File: src/rtl/calc_pkg.sv
// Shared calculator definitions: operator codes, display selects, entry FSM states.
// Used by the keypad scanner, key entry controller, ALU and display driver.
package calc_pkg;

    localparam int NDIG_DEFAULT = 4;

    localparam logic [1:0] OP_NONE = 2'd0;
    localparam logic [1:0] OP_ADD  = 2'd1;
    localparam logic [1:0] OP_SUB  = 2'd2;
    localparam logic [1:0] OP_MUL  = 2'd3;

    localparam logic [1:0] DISP_A   = 2'd0;
    localparam logic [1:0] DISP_B   = 2'd1;
    localparam logic [1:0] DISP_RES = 2'd2;

    typedef enum logic [2:0] {
        S_A,
        S_OP,
        S_B,
        S_REQ,
        S_DONE
    } state_t;

    function automatic logic is_bcd(input logic [3:0] d);
        return d <= 4'd9;
    endfunction

endpackage

File: src/rtl/bcd_entry_reg.sv
// One BCD operand register: shifts digits in from the right, suppresses leading
// zeros and reports when all NDIG digit positions are occupied.
module bcd_entry_reg
    import calc_pkg::*;
#(
    parameter int NDIG = NDIG_DEFAULT
) (
    input  logic              clk,
    input  logic              rst_n,
    input  logic              clear,
    input  logic              shift_en,
    input  logic [3:0]        digit,
    output logic [4*NDIG-1:0] value,
    output logic              full
);

    localparam int CW = $clog2(NDIG + 1);

    logic [CW-1:0] count;

    assign full = (count == CW'(NDIG));

    // clear together with shift_en means "start a fresh operand with this digit"
    always_ff @(posedge clk or negedge rst_n) begin
        if (!rst_n) begin
            value <= '0;
            count <= '0;
        end else if (clear) begin
            if (shift_en && digit != 4'd0) begin
                value <= {{(4*NDIG-4){1'b0}}, digit};
                count <= CW'(1);
            end else begin
                value <= '0;
                count <= '0;
            end
        end else if (shift_en && !full && !(count == '0 && digit == 4'd0)) begin
            value <= {value[4*NDIG-5:0], digit};
            count <= count + 1'b1;
        end
    end

endmodule

File: src/rtl/key_entry_ctrl.sv
// Key entry controller: turns keypad events into two BCD operands and an operator,
// then holds a valid/ready request to the ALU until it is accepted.
module key_entry_ctrl
    import calc_pkg::*;
#(
    parameter int NDIG = NDIG_DEFAULT
) (
    input  logic              clk,
    input  logic              rst_n,
    input  logic              btn_press,
    input  logic              is_num,
    input  logic              is_op,
    input  logic              is_eq,
    input  logic [3:0]        num_val,
    input  logic [1:0]        op_val,
    output logic [4*NDIG-1:0] operand_a,
    output logic [4*NDIG-1:0] operand_b,
    output logic [1:0]        op_code,
    output logic              calc_valid,
    input  logic              calc_ready,
    output logic [1:0]        disp_sel,
    output logic              overflow_err
);

    state_t state;
    logic   btn_q;
    logic   evt;
    logic   key_num;
    logic   key_op;
    logic   key_eq;
    logic   a_clear;
    logic   a_shift;
    logic   a_full;
    logic   b_clear;
    logic   b_shift;
    logic   b_full;

    // One event per press, on the first edge that sees the key down
    assign evt     = btn_press & ~btn_q;
    assign key_num = evt & is_num & is_bcd(num_val);
    assign key_op  = evt & ~is_num & is_op & (op_val != OP_NONE);
    assign key_eq  = evt & ~is_num & ~is_op & is_eq;

    always_comb begin
        a_clear = 1'b0;
        a_shift = 1'b0;
        b_clear = 1'b0;
        b_shift = 1'b0;
        case (state)
            S_A: a_shift = key_num;
            S_OP: begin
                b_clear = key_num | key_eq;
                b_shift = key_num;
            end
            S_B: b_shift = key_num;
            S_DONE: begin
                a_clear = key_num;
                a_shift = key_num;
                b_clear = key_num;
            end
            default: ;
        endcase
    end

    bcd_entry_reg #(.NDIG(NDIG)) u_reg_a (
        .clk      (clk),
        .rst_n    (rst_n),
        .clear    (a_clear),
        .shift_en (a_shift),
        .digit    (num_val),
        .value    (operand_a),
        .full     (a_full)
    );

    bcd_entry_reg #(.NDIG(NDIG)) u_reg_b (
        .clk      (clk),
        .rst_n    (rst_n),
        .clear    (b_clear),
        .shift_en (b_shift),
        .digit    (num_val),
        .value    (operand_b),
        .full     (b_full)
    );

    // Keys are discarded in S_REQ, so the operands stay frozen while calc_valid is high
    always_ff @(posedge clk or negedge rst_n) begin
        if (!rst_n) begin
            state        <= S_A;
            btn_q        <= 1'b0;
            op_code      <= OP_NONE;
            calc_valid   <= 1'b0;
            disp_sel     <= DISP_A;
            overflow_err <= 1'b0;
        end else begin
            btn_q <= btn_press;
            case (state)
                S_A: begin
                    if (key_num && a_full) begin
                        overflow_err <= 1'b1;
                    end else if (key_op) begin
                        op_code      <= op_val;
                        disp_sel     <= DISP_A;
                        overflow_err <= 1'b0;
                        state        <= S_OP;
                    end
                end
                S_OP: begin
                    if (key_num) begin
                        disp_sel <= DISP_B;
                        state    <= S_B;
                    end else if (key_op) begin
                        op_code      <= op_val;
                        overflow_err <= 1'b0;
                    end else if (key_eq) begin
                        calc_valid   <= 1'b1;
                        overflow_err <= 1'b0;
                        state        <= S_REQ;
                    end
                end
                S_B: begin
                    if (key_num && b_full) begin
                        overflow_err <= 1'b1;
                    end else if (key_eq) begin
                        calc_valid   <= 1'b1;
                        overflow_err <= 1'b0;
                        state        <= S_REQ;
                    end
                end
                S_REQ: begin
                    if (calc_ready) begin
                        calc_valid <= 1'b0;
                        disp_sel   <= DISP_RES;
                        state      <= S_DONE;
                    end
                end
                S_DONE: begin
                    if (key_num) begin
                        op_code  <= OP_NONE;
                        disp_sel <= DISP_A;
                        state    <= S_A;
                    end
                end
                default: state <= S_A;
            endcase
        end
    end

endmodule

File: config.mk
export PLATFORM = sky130hd
export DESIGN_NAME = key_entry_ctrl
export DESIGN_NICKNAME = d
export VERILOG_FILES = /design/src/rtl/calc_pkg.sv /design/src/rtl/bcd_entry_reg.sv /design/src/rtl/key_entry_ctrl.sv
export SDC_FILE = /design/constraint.sdc
export NUM_CORES = 1
export LEC_CHECK = 0
export ABC_AREA = 1
export CAP_MARGIN = 25
export CORE_MARGIN = 3
export CORE_UTILIZATION = 34
export CTS_CLUSTER_SIZE = 12
export DETAILED_ROUTE_END_ITERATION = 8
export GPL_TIMING_DRIVEN = 0
export PLACE_DENSITY = 0.69
export SYNTH_ARGS = -nofsm -noshare
export SYNTH_HDL_FRONTEND = slang
export SYNTH_SLANG_ARGS = --single-unit
File: constraint.sdc
create_clock -name clk -period 2 [get_ports clk]
set_input_delay 0.2 -clock clk [delete_from_list [all_inputs] [get_ports clk]]
set_output_delay 0.2 -clock clk [all_outputs]
set_load 0.05 [all_outputs]
==> results.toml, run 1 <==
[run_status]
status = "complete, no violations"

[detailed_routing]
wl_per_cell_um = 12.32
drt-initial-drc-count = 66
drtPass1Iterations = 7
wl_met3_um = 181
drtAntennaViolNets = 0
maxUsedRoutingLayer = "met4"
wl_met2_um = 2987
wirelength_um = 5815
vias_per_cell = 4.731
vias = 2233
m1WireLength_um = 2573
drc = 0

[power_and_ir_drop]
p_sw_mw = 2.163
power_density_nw_per_um2 = 1390
combPwrFrac = 0.517
pwr-share-seq = 0.348
clockPowerShare = 0.135
p_total_mw = 4.514
ir_drop_mv = 0.3805
p_sw_frac = 0.4791
p_int_mw = 2.351
leakagePower_nw = 1.716

[clocking]
ctsHtreeMaxLevel = 2
post-cts-setup-buffers = 0
insertion_delay_ps = 300
clockRootBuffer = "clkbuf_8"
clock_sinks = 48
numCtsBuffers = 5
path_clk_slew_ps = 90
cts_resized = 0
cts_tree = "built"
clockBufferDepth = 2

[setup_path]
slowest_stage = "clkdlybuf4s50_1"
crit_required_ps = 1800
critPathTopFamily = "buffers and inverters"
timing.critical_path.arrival_ps = 1520
path_buf_inv = 1
path_max_fanout = 3
end_kind = "output port"
startpoint_type = "flip-flop"
crit_type = "reg -> out"
max_stage_delay_ps = 820
path_cells = "clkdlybuf4s50_1"

[die]
core_um2 = 6982
rows = 30
io_pins = 51
die_h_um = 91.90
start_util = 0.3593
fp.dieArea_um2 = 8445
die_w_um = 91.90

[timing]
fin_ws_ps = 275.4
rsz0062_at_grt = "no"
slew_headroom = 0.6611
fin_crit_ps = 1725
setup_viol = 0
hold_violations = 0
fin_crit_sh = 0.8623
drv_slew = 0
worstMarginPinSlew_ps = 506.8
clock_skew_ps = 6.643
max_freq_mhz = 579.8

[global_routing]
grt_pass1_vias = 2105
grt_pass1_wl_um = 9887
overflow = 0
antenna_found_initial = 0
grt.total_usage = 0.1424
grt_max_degree = 31

[synthesis]
synth_compound_area_frac = 0.02693
synthAdderAreaFrac = 0.01995
synthSimpleGateAreaFrac = 0.3860
ys_ff_latch = 48
synthXorXnorAreaFrac = 0.006983
ys_seq_area_frac = 0.4788
synth_top_family_by_area = "simple AND/OR/NAND/NOR gates"
synthMuxAreaShare = 0
synthDistinctLibCells = 24
synth_area_um2 = 2509
avgSynthCellArea_um2 = 7.939
ys_warn_count = 0
netlist_instances = 316
synth_fp_nets = 333

[place]
placed_cells = 463
hpwl_um = 4424
numPortBuffers = 50
preCtsSetupSlack_ps = 53.01
globalplace.congestion = 0.8788

[cells_and_area]
diodes = 0
final_common_cell = "nand2_1"
final_nets = 392
area_growth_pct = 29.48
layout_common_cells = "nand2_1, nand3_1, clkdlybuf4s50_1"
drive_gt1_frac = 0.1090
final_cell_count_no_fill = 472

[flow_run]
maxCapViolations = 0

[worst_hold_path]
hp-class = "in -> async"
[what timing repair did]
| action | in CTS | in global routing |
|---|---|---|
| setup endpoints to repair | 0 | 0 |
| hold buffers | 1 | 0 |
| hold endpoints to repair | 18 | 0 |
[worst reg2reg max path, cell delays in order, from the launching register on]
cell	delay, ps
dfrtp_1	420
inv_1	160
nand2_1	130
nor2_2	140
nand3_2	140
nand2_2	130
nand2_4	90
buf_4	180
nand3_1	80
nand2_1	50
[synthesized netlist by cell type (all sizes together)]
library cell / n / area [um2]
nand4: 1 / 6.260
nand3b: 1 / 7.510
o21ai: 10 / 57.55
ha: 4 / 50.05
nand3: 66 / 357.9
inv: 32 / 120.1
buf: 9 / 83.82
a21oi: 2 / 10.01
nor2: 24 / 130.1
nand2: 115 / 456.7
xor2: 2 / 17.52
nor3: 2 / 10.01
dfrtp: 48 / 1201
[final cells by class]
cell class	count	area, um2
clock buffers	7	86.33
repair buffers	52	525.5
well taps	96	120.1
flip-flops and latches	48	1201
fillers	705	3734
plain buffers	9	83.83
multi-input cells	227	1104
clock inverters	1	7.507
inverters	32	120.1
[worst paths after layout]
check / startpoint / endpoint / slack (ps) / cells after the start
worst max-delay path: u_reg_a.value[6] / operand_a[6] / 280 / 1
worst min-delay path: rst_n / u_reg_a.value[13] / 370 / 2
worst max register to register: state[0] / u_reg_b.value[3] / 370 / 9
worst min register to register: u_reg_a.value[12] / u_reg_a.value[12] / 480 / 2
max in group asynchronous: rst_n / u_reg_b.value[0] / 1130 / 3
min in group clk: btn_press / btn_q / 430 / 1
[routing by layer]
layer / vias to the layer above / GRT usage
met5: - / 0
met4: 0 / 0.03713
met2: 35 / 0.2457
met3: 5 / 0.02953
met1: 1070 / 0.1813
li1: 1123 / -
[sequential cells by signal, indices dropped and copies added (netlist names)]
name and flops:
overflow_err 1, u_reg_a.count 3, state 3, op_code 2
calc_valid 1, u_reg_b.count 3, u_reg_a.value 16, btn_q 1
u_reg_b.value 16, disp_sel 2
[power by group through the flow]
| stage | Sequential (mW) | Clock [mW] | Combinational [mW] |
|---|---|---|---|
| after floorplan | 2.49 | 0 | 0.649 |
| after global placement | 1.58 | 0 | 2.30 |
| after detailed placement | 1.59 | 0 | 2.35 |
| after CTS | 1.57 | 0.625 | 2.36 |
| after global routing | 1.62 | 0.659 | 2.50 |
| final | 1.57 | 0.609 | 2.33 |
[logic make-up (layout without fill, tap and decap cells)]
kind of cell / after synthesis / after routing
simple gates: 209 / 209
fa+ha+maj: 4 / 4
buf+inv: 41 / 101
xor+xnor: 2 / 2
compound gates: 12 / 12
flops: 48 / 48
[metrics by stage]
| step | area, um2 | utilization | setup TNS [ps] | hold slack (ps) |
|---|---|---|---|---|
| 2_1_floorplan | 2509 | - | 0 | -95.59 |
| 3_3_place_gp | 3129 | 0.4482 | -31450 | 455.8 |
| 3_5_place_dp | 3144 | 0.4504 | 0 | 173.9 |
| 4_1_cts | 3248 | 0.4652 | 0 | 387.6 |
| 5_1_grt | 3248 | 0.4652 | 0 | 415.5 |
| 6_report | 3248 | 0.4652 | 0 | 367.9 |
Power figures use the tool's default switching activity.
==> run 2, diff against run 1 <==
--- a/config.mk
+++ b/config.mk
@@ -7,7 +7,6 @@
 export LEC_CHECK = 0
 export ABC_AREA = 1
 export CAP_MARGIN = 25
-export CORE_MARGIN = 3
 export CORE_UTILIZATION = 34
 export CTS_CLUSTER_SIZE = 12
 export DETAILED_ROUTE_END_ITERATION = 8
==> run 2 against run 1 <==
- sequential power barely moved
- via count fell by 0.49%
- total power rose by 3.0%
- routed wire length barely moved
- clock power rose by 23%
- die area fell by 8.5%
- clock skew fell by 0.55 ps
- sequential share of layout area fell by 0.31 points
- count of clock-buffer cells in the layout fell by 1
- global-route usage rose by 2.5 points
- non-clock buffer count did not move
- core utilization rose by 0.65 points
- highest routed layer unchanged
- critical path type unchanged
==> results.toml, run 2 (same netlist as run 1, synthesis figures left out) <==
[detailed_routing]
drtPass1Iterations = 4
drt-initial-drc-count = 120
wirelength_um = 5818
drtAntennaViolNets = 0
vias = 2222
drc = 0
wl_per_cell_um = 12.33
vias_per_cell = 4.708

[power_and_ir_drop]
p_total_mw = 4.648
leakagePower_nw = 1.733
power_density_nw_per_um2 = 1419
ir_drop_mv = 0.4512

[clocking]
clockRootBuffer = "clkbuf_8"
path_clk_slew_ps = 90
insertion_delay_ps = 300
cts_resized = 0
ctsHtreeMaxLevel = 2
clockBufferDepth = 2
numCtsBuffers = 5
clock_sinks = 48
cts_tree = "built"

[setup_path]
timing.critical_path.arrival_ps = 1520
end_kind = "output port"
slowest_stage = "clkdlybuf4s50_1"
path_max_fanout = 3
critPathTopFamily = "buffers and inverters"
path_buf_inv = 1
crit_required_ps = 1800
max_stage_delay_ps = 830
path_cells = "clkdlybuf4s50_1"
crit_type = "reg -> out"
startpoint_type = "flip-flop"

[cells_and_area]
reg_top3 = "u_reg_a.value x16, u_reg_b.value x16"
diodes = 0
area_growth_pct = 30.57
final_nets = 392
final_cell_count_no_fill = 472
drive_gt1_frac = 0.1117
fin_util = 0.4717
final_common_cell = "nand2_1"
design_area_um2 = 3276
layout_common_cells = "nand2_1, nand3_1, clkdlybuf4s50_1"

[flow_run]
maxCapViolations = 0

[timing]
hold_violations = 0
max_freq_mhz = 581.2
rsz0062_at_grt = "no"
drv_slew = 0
fin_crit_ps = 1721
clock_skew_ps = 6.092
setup_viol = 0
slew_headroom = 0.6472
fin_crit_sh = 0.8603
fin_hold_ws_ps = 392.6
worstMarginPinSlew_ps = 529.2

[global_routing]
overflow = 0
antenna_found_initial = 0
grt_pass1_vias = 2159
grt_pass1_wl_um = 9984
grt_max_degree = 28
grt.total_usage = 0.1673

[place]
hpwl_um = 4359
globalplace.congestion = 0.8693
numPortBuffers = 50
placed_cells = 463
place_area_um2 = 3144

[die]
io_pins = 51
rows = 30
die_w_um = 87.90
die_h_um = 87.90
fp.dieArea_um2 = 7726
start_util = 0.3613
core_um2 = 6944

[worst_hold_path]
hp-class = "in -> async"

[run_status]
status = "complete, no violations"
-- run 2: changes by cell type in the layout (fill, tap and decap cells not counted), sizes merged --
cell	previous run	this run
bufinv	0	1
clkbuf	7	6
clkinv	0	1
clkinvlp	1	0
-- run 2: timing repair --
item / CTS / global route
hold buffers: 1 / 0
setup buffers: 0 / 0
hold endpoints to repair: 21 / 0
-- run 2: report_power, final --
group | internal (mW) | total (mW) | switching [mW]
combinational | 0.765 | 2.33 | 1.56
clock | 0.409 | 0.750 | 0.340
sequential | 1.30 | 1.57 | 0.271
-- run 2: final timing paths --
path	slack [ps]	endpoint	startpoint	depth (start not counted)
worst max-delay path	280	operand_a[0]	u_reg_a.value[0]	1
worst min-delay path	390	u_reg_a.value[14]	rst_n	2
worst max register to register	350	u_reg_b.count[0]	state[2]	10
worst min register to register	480	u_reg_a.value[13]	u_reg_a.value[13]	2
max in group asynchronous	1070	u_reg_b.value[2]	rst_n	3
min in group clk	420	btn_q	btn_press	1
-- run 2: layout make-up --
class | count | area (um2)
clock buffer | 6 | 82.58
sequential | 48 | 1201
inverter | 32 | 120.1
clock inverter | 2 | 38.79
buffer | 9 | 83.83
timing repair buffer | 52 | 525.5
multi-input combinational | 227 | 1104
fill | 691 | 3669
tap | 96 | 120.1
-- run 2: layer usage --
| metal | up-vias | GRT usage | part of all wire |
|---|---|---|---|
| met5 | - | 0 | 0 |
| met4 | 0 | 0.06408 | 0.018 |
| met3 | 11 | 0.03582 | 0.043 |
| li1 | 1121 | - | - |
| met2 | 48 | 0.2812 | 0.49 |
| met1 | 1042 | 0.2108 | 0.45 |
-- run 2: stage by stage --
stage	TNS, ps	setup slack, ps
2_1_floorplan	0	575.2
3_3_place_gp	-33540	-701.1
3_5_place_dp	0	66.02
5_1_grt	0	223.8
4_1_cts	0	254.4
6_report	0	279.4
==> run 3, diff against run 2 <==
--- a/config.mk
+++ b/config.mk
@@ -8,6 +8,7 @@
 export ABC_AREA = 1
 export CAP_MARGIN = 25
 export CORE_UTILIZATION = 34
+export CTS_BUF_LIST = sky130_fd_sc_hd__clkbuf_16
 export CTS_CLUSTER_SIZE = 12
 export DETAILED_ROUTE_END_ITERATION = 8
 export GPL_TIMING_DRIVEN = 0
==> run 3 against run 2 <==
- combinational power about the same
- sequential share of layout area decreased by 0.51 points
- first-iteration DRC count decreased by 4.2%
- clock skew about the same
- worst setup slack improved by 22 ps
- via count decreased by 0.18%
- final cell count unchanged
- design area increased by 1.4%
- routed wire length decreased by 0.60%
==> results.toml, run 3 (same netlist as run 1, synthesis figures left out) <==
[clocking]
clockBufferDepth = 2
ctsHtreeMaxLevel = 2
post-cts-setup-buffers = 0
insertion_delay_ps = 280
clock_sinks = 48
path_clk_slew_ps = 70
cts_tree = "built"
numCtsBuffers = 5
clockRootBuffer = "clkbuf_16"

[global_routing]
grt_pass1_wl_um = 10070
grt_max_degree = 28
grt_pass1_vias = 2176
grt.total_usage = 0.1671
overflow = 0
antenna_found_initial = 0

[setup_path]
r2r_cells = 10
slowest_stage = "clkdlybuf4s50_1"
path_buf_inv = 1
end_kind = "output port"
timing.rr.start = "state[2]"
crit_required_ps = 1800
path_cells = "clkdlybuf4s50_1"
crit_type = "reg -> out"
timing.critical_path.arrival_ps = 1500
critPathTopFamily = "buffers and inverters"
startpoint_type = "flip-flop"
path_max_fanout = 3
rrSetupSlack_ps = 370
max_stage_delay_ps = 830
r2r-end = "u_reg_b.count[0]"

[timing]
fin_hold_ws_ps = 418.5
rsz0062_at_grt = "no"
hold_violations = 0
worstMarginPinSlew_ps = 520.7
drv_slew = 0
slew_headroom = 0.6529
fin_crit_sh = 0.8494
fin_crit_ps = 1699
clock_skew_ps = 6.355
max_freq_mhz = 588.6
setup_viol = 0

[place]
numPortBuffers = 50
hpwl_um = 4359
place_area_um2 = 3144
globalplace.congestion = 0.8693

[die]
core_um2 = 6944
fp.dieArea_um2 = 7726
io_pins = 51
die_h_um = 87.90
rows = 30
die_w_um = 87.90
start_util = 0.3613

[detailed_routing]
drt-initial-drc-count = 115
wl_per_cell_um = 12.25
wirelength_um = 5783
vias = 2218
drc = 0
drtAntennaViolNets = 0
vias_per_cell = 4.699
drtPass1Iterations = 4

[power_and_ir_drop]
clockPowerShare = 0.196
power_density_nw_per_um2 = 1460
p_sw_frac = 0.4520
pwr-share-seq = 0.325
p_int_mw = 2.658
combPwrFrac = 0.479
ir_drop_mv = 0.4643
p_sw_mw = 2.192
leakagePower_nw = 1.753

[cells_and_area]
design_area_um2 = 3322
fill_cells = 684
drive_gt1_frac = 0.1090
diodes = 0
layout_common_cells = "nand2_1, nand3_1, clkdlybuf4s50_1"
area_growth_pct = 32.42
final_nets = 392
final_common_cell = "nand2_1"
reg_top3 = "u_reg_a.value x16, u_reg_b.value x16"

[worst_hold_path]
hp-class = "in -> async"

[flow_run]
maxCapViolations = 0

[run_status]
status = "complete, no violations"
run 3: changes by cell type in the layout (fill, tap and decap cells not counted):
cell	before	now
clkinv_1	0	1
clkbuf_8	6	0
clkbuf_16	0	5
run 3: how the worst max path moves through the flow:
| stage | cells past startpoint | to | startpoint |
|---|---|---|---|
| 6_report | 1 | operand_a[0] | u_reg_a.value[0] |
| 5_1_grt | 9 | u_reg_b.value[6] | state[0] |
| 4_1_cts | 1 | operand_a[0] | u_reg_a.value[0] |
| 3_5_place_dp | 10 | u_reg_a.value[2] | num_val[1] |
| 3_3_place_gp | 1 | u_reg_b.value[10] | rst_n |
| 2_1_floorplan | 10 | u_reg_b.value[4] | state[2] |
run 3: area by class of cell:
class	instances	area, um2	share of cell area
sequential	48	1201	0.3616
multi-input combinational	227	1104	0.3322
timing repair buffer	52	525.5	0.1582
clock buffer	5	125.1	0.03766
inverter	32	120.1	0.03616
tap	96	120.1	0.03616
buffer	9	83.83	0.02524
clock inverter	3	42.54	0.01281
run 3: power by group through the flow:
stage	sequential [mW]	combinational (mW)	clock, mW
final	1.58	2.32	0.950
after global routing	1.62	2.52	1.02
after floorplan	2.49	0.649	0
after CTS	1.58	2.35	0.969
after global placement	1.58	2.30	0
after detailed placement	1.59	2.34	0
run 3: repair_timing:
| item | 4_1_cts | 5_1_grt |
|---|---|---|
| resized for setup | 0 | 0 |
| endpoints found under the hold margin | 21 | 0 |
| hold buffers | 1 | 0 |
run 3: routing by layer:
metal,global-route usage,wire length [um]
met5,0,0
met4,0.04620,34
met3,0.03864,225
met2,0.2868,2884
met1,0.2108,2639
run 3: per-stage QoR:
step           TNS, ps  power [mW]  setup WS [ps]  instances  utilization
2_1_floorplan        0       3.138          575.2        316            -
3_3_place_gp    -33540       3.883         -701.1        462       0.4506
3_5_place_dp         0       3.928          66.02        463       0.4528
4_1_cts              0       4.891          292.6        472       0.4784
5_1_grt              0       5.156          234.7        472       0.4784
6_report             0       4.850          301.1        472       0.4784
